--- src/rtl/ram8_port_arbiter_pkg.sv ---
// Shared types and defaults for the RAM port-A arbiter.
// Requester IDs are one bit wide; the tag follows a command down the pipe.
package ram8_port_arbiter_pkg;

  localparam int unsigned ADDR_W_DEF = 11;
  localparam int unsigned DATA_W_DEF = 8;
  localparam int unsigned ID_W       = 1;

  typedef logic [ID_W-1:0] id_t;

  typedef struct packed {
    logic valid;
    id_t  id;
    logic we;
  } tag_t;

  localparam tag_t TAG_IDLE = '{valid: 1'b0, id: '0, we: 1'b0};

  function automatic tag_t mk_tag(input logic id, input logic we);
    tag_t t;
    t.valid = 1'b1;
    t.id    = id_t'(id);
    t.we    = we;
    return t;
  endfunction

endpackage

--- src/rtl/ram8_port_arbiter_rr2_pick.sv ---
// Two-way round-robin pick with optional retention by the last winner.
// A held lock wins contention until the hold budget is spent.
module rr2_pick
  import ram8_port_arbiter_pkg::*;
(
  input  logic [1:0] valid_i,
  input  logic       last_gnt_i,
  input  logic       lock_i,
  input  logic       hold_exp_i,
  output logic       win_o,
  output logic [1:0] gnt_o
);

  logic both;
  logic keep;

  assign both = valid_i[0] & valid_i[1];
  assign keep = lock_i & ~hold_exp_i;

  always_comb begin
    win_o = 1'b0;
    unique case (1'b1)
      both && keep:         win_o = last_gnt_i;
      both && !keep:        win_o = ~last_gnt_i;
      valid_i == 2'b10:     win_o = 1'b1;
      default:              win_o = 1'b0;
    endcase
  end

  assign gnt_o = valid_i & (win_o ? 2'b10 : 2'b01);

endmodule

--- src/rtl/ram8_port_arbiter.sv ---
// Shares RAM port A between two requesters, one access per cycle.
// Define RAM_ARB_LOCK_EN to honour reqN_lock with a MAX_HOLD cap.
module ram8_port_arbiter
  import ram8_port_arbiter_pkg::*;
#(
  parameter int unsigned ADDR_W   = ADDR_W_DEF,
  parameter int unsigned DATA_W   = DATA_W_DEF,
  parameter int unsigned MAX_HOLD = 15
) (
  input  logic              clk,
  input  logic              rst,
  input  logic              req0_valid,
  input  logic              req0_we,
  input  logic [ADDR_W-1:0] req0_addr,
  input  logic [DATA_W-1:0] req0_wdata,
  input  logic              req0_lock,
  output logic              req0_ready,
  input  logic              req1_valid,
  input  logic              req1_we,
  input  logic [ADDR_W-1:0] req1_addr,
  input  logic [DATA_W-1:0] req1_wdata,
  input  logic              req1_lock,
  output logic              req1_ready,
  output logic              rsp0_valid,
  output logic [DATA_W-1:0] rsp0_rdata,
  output logic              rsp1_valid,
  output logic [DATA_W-1:0] rsp1_rdata,
  output logic [ADDR_W-1:0] ram_addr,
  output logic [DATA_W-1:0] ram_wdata,
  output logic              ram_we,
  input  logic [DATA_W-1:0] ram_q
);

  logic [1:0]        valid;
  logic [1:0]        gnt;
  logic              win;
  logic              xfer;
  logic              lock_keep;
  logic              hold_exp;

  logic              last_gnt_q, last_gnt_d;
  logic [ADDR_W-1:0] ram_addr_q, ram_addr_d;
  logic [DATA_W-1:0] ram_wdata_q, ram_wdata_d;
  logic              ram_we_q, ram_we_d;
  tag_t              s1_q, s1_d;
  tag_t              s2_q, s2_d;
  logic              rsp_rd;

  assign valid = {req1_valid, req0_valid};

`ifdef RAM_ARB_LOCK_EN
  localparam int unsigned CNT_W = $clog2(MAX_HOLD + 1);

  logic [1:0]       lock_in;
  logic             lock_q, lock_d;
  logic [CNT_W-1:0] cnt_q, cnt_d;

  assign lock_in   = {req1_lock, req0_lock};
  assign lock_keep = lock_q & valid[last_gnt_q] & lock_in[last_gnt_q];
  assign hold_exp  = (cnt_q >= CNT_W'(MAX_HOLD));

  // Count consecutive locked grants to the same requester; saturate.
  always_comb begin
    lock_d = lock_q;
    cnt_d  = cnt_q;
    if (xfer) begin
      if (lock_in[win]) begin
        lock_d = 1'b1;
        if (win == last_gnt_q && lock_q) begin
          cnt_d = hold_exp ? cnt_q : cnt_q + CNT_W'(1);
        end else begin
          cnt_d = CNT_W'(1);
        end
      end else begin
        lock_d = 1'b0;
        cnt_d  = '0;
      end
    end else if (!lock_keep) begin
      lock_d = 1'b0;
      cnt_d  = '0;
    end
  end

  always_ff @(posedge clk) begin
    if (rst) begin
      lock_q <= 1'b0;
      cnt_q  <= '0;
    end else begin
      lock_q <= lock_d;
      cnt_q  <= cnt_d;
    end
  end
`else
  logic unused_lock;

  assign unused_lock = req0_lock ^ req1_lock;
  assign lock_keep   = 1'b0;
  assign hold_exp    = 1'b0;
`endif

  rr2_pick u_pick (
    .valid_i    (valid),
    .last_gnt_i (last_gnt_q),
    .lock_i     (lock_keep),
    .hold_exp_i (hold_exp),
    .win_o      (win),
    .gnt_o      (gnt)
  );

  assign req0_ready = gnt[0] & ~rst;
  assign req1_ready = gnt[1] & ~rst;
  assign xfer       = req0_ready | req1_ready;

  always_comb begin
    last_gnt_d  = last_gnt_q;
    ram_addr_d  = ram_addr_q;
    ram_wdata_d = ram_wdata_q;
    ram_we_d    = 1'b0;
    s1_d        = TAG_IDLE;
    s2_d        = s1_q;
    if (xfer) begin
      last_gnt_d  = win;
      ram_addr_d  = win ? req1_addr : req0_addr;
      ram_wdata_d = win ? req1_wdata : req0_wdata;
      ram_we_d    = win ? req1_we : req0_we;
      s1_d        = mk_tag(win, ram_we_d);
    end
  end

  always_ff @(posedge clk) begin
    if (rst) begin
      last_gnt_q  <= 1'b1;
      ram_addr_q  <= '0;
      ram_wdata_q <= '0;
      ram_we_q    <= 1'b0;
      s1_q        <= TAG_IDLE;
      s2_q        <= TAG_IDLE;
    end else begin
      last_gnt_q  <= last_gnt_d;
      ram_addr_q  <= ram_addr_d;
      ram_wdata_q <= ram_wdata_d;
      ram_we_q    <= ram_we_d;
      s1_q        <= s1_d;
      s2_q        <= s2_d;
    end
  end

  assign ram_addr  = ram_addr_q;
  assign ram_wdata = ram_wdata_q;
  assign ram_we    = ram_we_q;

  // RAM data lands two cycles after acceptance, aligned with S2.
  assign rsp_rd     = s2_q.valid & ~s2_q.we;
  assign rsp0_valid = rsp_rd & (s2_q.id == id_t'(0));
  assign rsp1_valid = rsp_rd & (s2_q.id == id_t'(1));
  assign rsp0_rdata = ram_q;
  assign rsp1_rdata = ram_q;

endmodule

--- config.mk ---
export PLATFORM = sky130hd
export DESIGN_NAME = ram8_port_arbiter
export DESIGN_NICKNAME = d
export VERILOG_FILES = /design/src/rtl/ram8_port_arbiter_pkg.sv /design/src/rtl/ram8_port_arbiter_rr2_pick.sv /design/src/rtl/ram8_port_arbiter.sv
export SDC_FILE = /design/constraint.sdc
export NUM_CORES = 1
export LEC_CHECK = 0
export ABC_CLOCK_PERIOD_IN_PS = 1770
export BUFFER_PORTS_ARGS = -buffer_cell sky130_fd_sc_hd__clkbuf_2
export CELL_PAD_IN_SITES_DETAIL_PLACEMENT = 0
export CELL_PAD_IN_SITES_GLOBAL_PLACEMENT = 2
export CORE_ASPECT_RATIO = 0.9
export CORE_MARGIN = 4
export CORE_UTILIZATION = 22
export CTS_CLUSTER_SIZE = 14
export DETAILED_ROUTE_END_ITERATION = 8
export PLACE_DENSITY = 0.8
export SLEW_MARGIN = 20
export SYNTH_ARGS = -nofsm -noshare
export SYNTH_HDL_FRONTEND = slang
export SYNTH_SLANG_ARGS = --single-unit
--- constraint.sdc ---
create_clock -name clk -period 1.77 [get_ports clk]
set_input_delay 0.0885 -clock clk [delete_from_list [all_inputs] [get_ports clk]]
set_output_delay 0.0885 -clock clk [all_outputs]
set_load 0.02 [all_outputs]
# Word level (Yosys, flattened, before mapping)
# Index checks and enable logic that the tools add are counted.
[totals]
register_bits = 26
input_bits = 54
out_inout_bits = 40
word_cells = 30
[op_classes]
n_eq_ne = 1
n_mux = 6
bitwise = 13
reduce_logical = 1
[op_table]
columns = ["cell", "n"]
rows = [
  ["11-bit two-way mux", 1],
  ["8-bit two-way mux", 1],
  ["1-bit bitwise AND", 6],
  ["1-bit NOT", 5],
  ["3-bit two-way mux", 1],
  ["2-bit bitwise AND", 1],
  ["2-bit == test (second input constant)", 1],
  ["2-bit two-way mux", 1],
  ["1-bit one-hot mux with 2 select lines", 1],
  ["2-bit OR reduction", 1],
  ["1-bit two-way mux", 1],
  ["1-bit OR", 1],
]

# Longest topological paths before layout
[logic_depth]
depth_word = 8
mapped_depth = 5

# Hierarchy
# From an unflattened synthesis, not the netlist that was laid out.
[unflattened]
cells_unflattened = 112
hier_area_um2 = 1248.7
[modules_own_cells]
columns = ["mod", "instances", "cells_per_inst", "area_per_inst_um2"]
rows = [
  ["ram8_port_arbiter", 1, 104, 1174.9],
  ["rr2_pick", 1, 8, 73.8],
]

# Worst setup path after synthesis
# Ideal clock, no wire load.
[synth_timing]
path_type = "reg2out"
from = "register last_gnt_q"
to = "output req0_ready"
t_arrival_ns = 1.104
required_ns = 1.681
path_slack_ns = 0.578
path_stages_with_launch = 4
path_buffers = 1
cell_sequence = "dfxtp_1 > a21boi_2 > buf_2 > nor3b_1"
[synth_between]
elab_chain_len = 5
[synth_rtl]
columns = ["element", "line", "rtl"]
rows = [
  ["start, declared", "ram8_port_arbiter.sv:41", "logic last_gnt_q, last_gnt_d;"],
  ["start signal, assigned", "ram8_port_arbiter.sv:139", "last_gnt_q <= last_gnt_d;"],
  ["1-bit NOT", "ram8_port_arbiter_rr2_pick.sv:24", "both && !keep: win_o = ~last_gnt_i;"],
  ["1-bit one-hot mux with 2 select lines", "ram8_port_arbiter_rr2_pick.sv:22", "unique case (1'b1)"],
  ["2-bit two-way mux", "ram8_port_arbiter_rr2_pick.sv:30", "assign gnt_o = valid_i & (win_o ? 2'b10 : 2'b01);"],
  ["2-bit bitwise AND", "ram8_port_arbiter_rr2_pick.sv:30", ""],
  ["1-bit bitwise AND", "ram8_port_arbiter.sv:110", "assign req0_ready = gnt[0] & ~rst;"],
  ["end, declared", "ram8_port_arbiter.sv:17", "output logic req0_ready,"],
]
# No other way between the ends.

# Worst setup path in the final report
[layout_timing]
from = "register last_gnt_q"
to = "output req1_ready"
[layout_between]
elab_chain_len = 5
[layout_rtl]
columns = ["element", "line", "rtl"]
rows = [
  ["1-bit NOT", "ram8_port_arbiter_rr2_pick.sv:24", ""],
  ["1-bit one-hot mux with 2 select lines", "ram8_port_arbiter_rr2_pick.sv:22", ""],
  ["2-bit two-way mux", "ram8_port_arbiter_rr2_pick.sv:30", ""],
  ["2-bit bitwise AND", "ram8_port_arbiter_rr2_pick.sv:30", ""],
  ["1-bit bitwise AND", "ram8_port_arbiter.sv:111", "assign req1_ready = gnt[1] & ~rst;"],
  ["end, declared", "ram8_port_arbiter.sv:23", "output logic req1_ready,"],
]
# No other way between the ends.

==> results.toml <==
[clocking]
clk_path_buf_depth = 2
cts_max_level = 1
cts_buffers = 3
numClockSinks = 26
clk_latency_ps = 270
post_cts_buffers = 0
cts_tree = "yes"
hold_buffers = 0
clk_pin_slew_ps = 90
post_cts_resized = 0
cts_root_buf = "clkbuf_8"

[timing]
fmax_ghz = 0.685
setup_violations = 0
maxSlewHeadroom_pct = 38.0
rsz0062_at_grt = "false"
fin_tns_setup_ps = 0
worst_slew_pin_slew_ps = 930
hold_violations = 0
skew_ps = 8.12
drv_slew = 0
min_period_ps = 1460
fin_crit_sh_pct = 82.5

[synth]
syn_nets = 201
netlist_instances = 147
synth.cell_area_sq_um = 1290
yosys.cell_types.count = 22
synthFlopType = "dfxtp_1"
synth_edf_count = 0
synthArstFlopShare_pct = 0
yosysSeqAreaShare_pct = 40.5
avgSynthCellArea_sq_um = 8.75
ys_ff_latch = 26
ys.warnings.count = 0

[power]
p_leak_nw = 0.766
power_density_nw_per_um2 = 806
ir_drop_mv = 0.244
clockPowerShare_pct = 25.9
p_int_mw = 0.909
combPwrFrac_pct = 23.4
p_switching_mw = 0.383
p_seq_share_pct = 50.7
swShare_pct = 29.7
total_power_mw = 1.29

[worst_hold_path]
hold_depth = 3
hp-start = "req0_addr[8]"
hold_path.class = "in2reg"
hold_end = "ram_addr[8]"

[placement]
dp_hpwl_um = 2510
io_buffer_count = 67
place_congestion = 0.676
place_area_sq_um = 1560

[final_layout]
stdcell_area_sq_um = 1600
final_core_util_pct = 28.3
n_antenna_cell = 0
syn2layout_area_growth_pct = 24.6
nNetsFinal = 252
drive_gt1_share_pct = 50.5

[detailed_routing]
vias = 1127
ant_nets = 0
totalWireLength_um = 3360
drt-initial-drc-count = 29
avgViaCountPerCell = 4.24
routedWlPerCell_um = 12.6
drt_pass1_iterations = 4
drc_errors = 0

[global_routing]
grt_max_degree = 20
globalRoute.totalOverflow = 0
gr-usage-all-layers_pct = 9.54
grt_pass1_vias = 1067
antenna_found_initial = 0
grt_pass1_wl_um = 5290

[floorplan]
start_util_pct = 22.7
ios = 94
rows = 26
fp.dieH_um = 80.5
dieArea_sq_um = 7140
core_sq_um = 5660
fp.dieW_um = 88.6

[critical_path]
crit_fanout = 17
rrSetupSlack_ps = 540
r2r_start = "last_gnt_q"
startpoint_type = "register"
ff2ff_path_depth = 4
crit_arrival_ps = 1370
worst-setup-path-type = "reg2out"
required_ps = 1680
crit_path_end_kind = "output pin"
rr_endpoint = "ram_wdata[5]"

[job]
drv_cap = 0

[status]
status = "finished, final reports clean"
-- final cells by class --
type,instances,area (sq um)
clock buffer,3,41.3
fill,631,4060
tap,70,87.6
sequential,26,520
timing repair buffer,73,380
multi-input combinational,94,573
-- cells by family (layout without fill, tap and decap cells) --
logic type	count (synthesis)	in the layout	synth area share [%]
compound gates	41	41	24.4
buf+inv	27	76	15.2
flops	26	26	40.5
mux	1	1	0.778
simple gates	52	52	19.2
-- through the flow --
stage,hold slack (ps),setup slack (ps),std cells
final,37.4,309,266
after floorplan,225,578,147
after CTS,29.8,273,266
after detailed placement,177,324,263
after global placement,177,356,263
after global routing,39.3,205,266
-- cell usage in the layout, fill, tap and decap left out --
master / count
clkbuf_2: 67
dfxtp_1: 26
nand2_1: 20
a21oi_1: 19
nor2_1: 12
nor2_2: 11
a211oi_2: 10
a211oi_1: 9
buf_4: 6
nor2b_1: 3
clkbuf_8: 3
nor3b_1: 2
a21boi_2: 1
and3b_1: 1
a21bo_2: 1
or2_1: 1
o21ai_0: 1
nand2b_1: 1
mux2i_1: 1
nor3_1: 1
-- synthesized netlist by cell type (all sizes together) (2+ instances only) --
master,instances,share of area [%]
nor2b,3,1.5
buf,26,15
a21oi,19,7.4
a211oi,19,15
nor2,23,8.7
nor3b,2,1.2
dfxtp,26,40
nand2,20,5.8
-- power groups by stage --
| stage | sequential [mW] | clock, mW | combinational (mW) |
|---|---|---|---|
| 3_5_place_dp | 0.670 | 0 | 0.308 |
| 4_1_cts | 0.657 | 0.359 | 0.309 |
| 6_report | 0.656 | 0.334 | 0.302 |
| 3_3_place_gp | 0.670 | 0 | 0.308 |
| 2_1_floorplan | 0.714 | 0 | 0.198 |
| 5_1_grt | 0.661 | 0.381 | 0.333 |
-- worst max path at each step --
stage / cells past startpoint / slack (ps) / endpoint / startpoint
2_1_floorplan: 3 / 580 / req0_ready / last_gnt_q
3_3_place_gp: 4 / 360 / ram_wdata[0] / req0_valid
3_5_place_dp: 4 / 320 / ram_wdata[4] / req0_valid
4_1_cts: 4 / 270 / req1_ready / last_gnt_q
5_1_grt: 4 / 200 / req1_ready / last_gnt_q
6_report: 4 / 310 / req1_ready / last_gnt_q
-- state kept, by name (all words and copies together), names as in the netlist --
register and cells:
s1_q 3, last_gnt_q 1, ram_wdata 8, s2_q 3, ram_addr 11
-- critical path: stages (launching register included) --
cell      delay (ps)
dfxtp_1          390
a21bo_2          220
buf_4            250
nor2_1            60
clkbuf_2         170
-- metal layers --
layer / routed length, um / up-vias / global-route usage (%)
met1: 1520 / 507 / 12.2
li1: - / 580 / -
met2: 1570 / 38 / 15.5
met4: 18 / 0 / 1.81
met3: 253 / 2 / 3.28
met5: 0 / - / 0
Note: power is estimated with default switching activity, not from simulation.
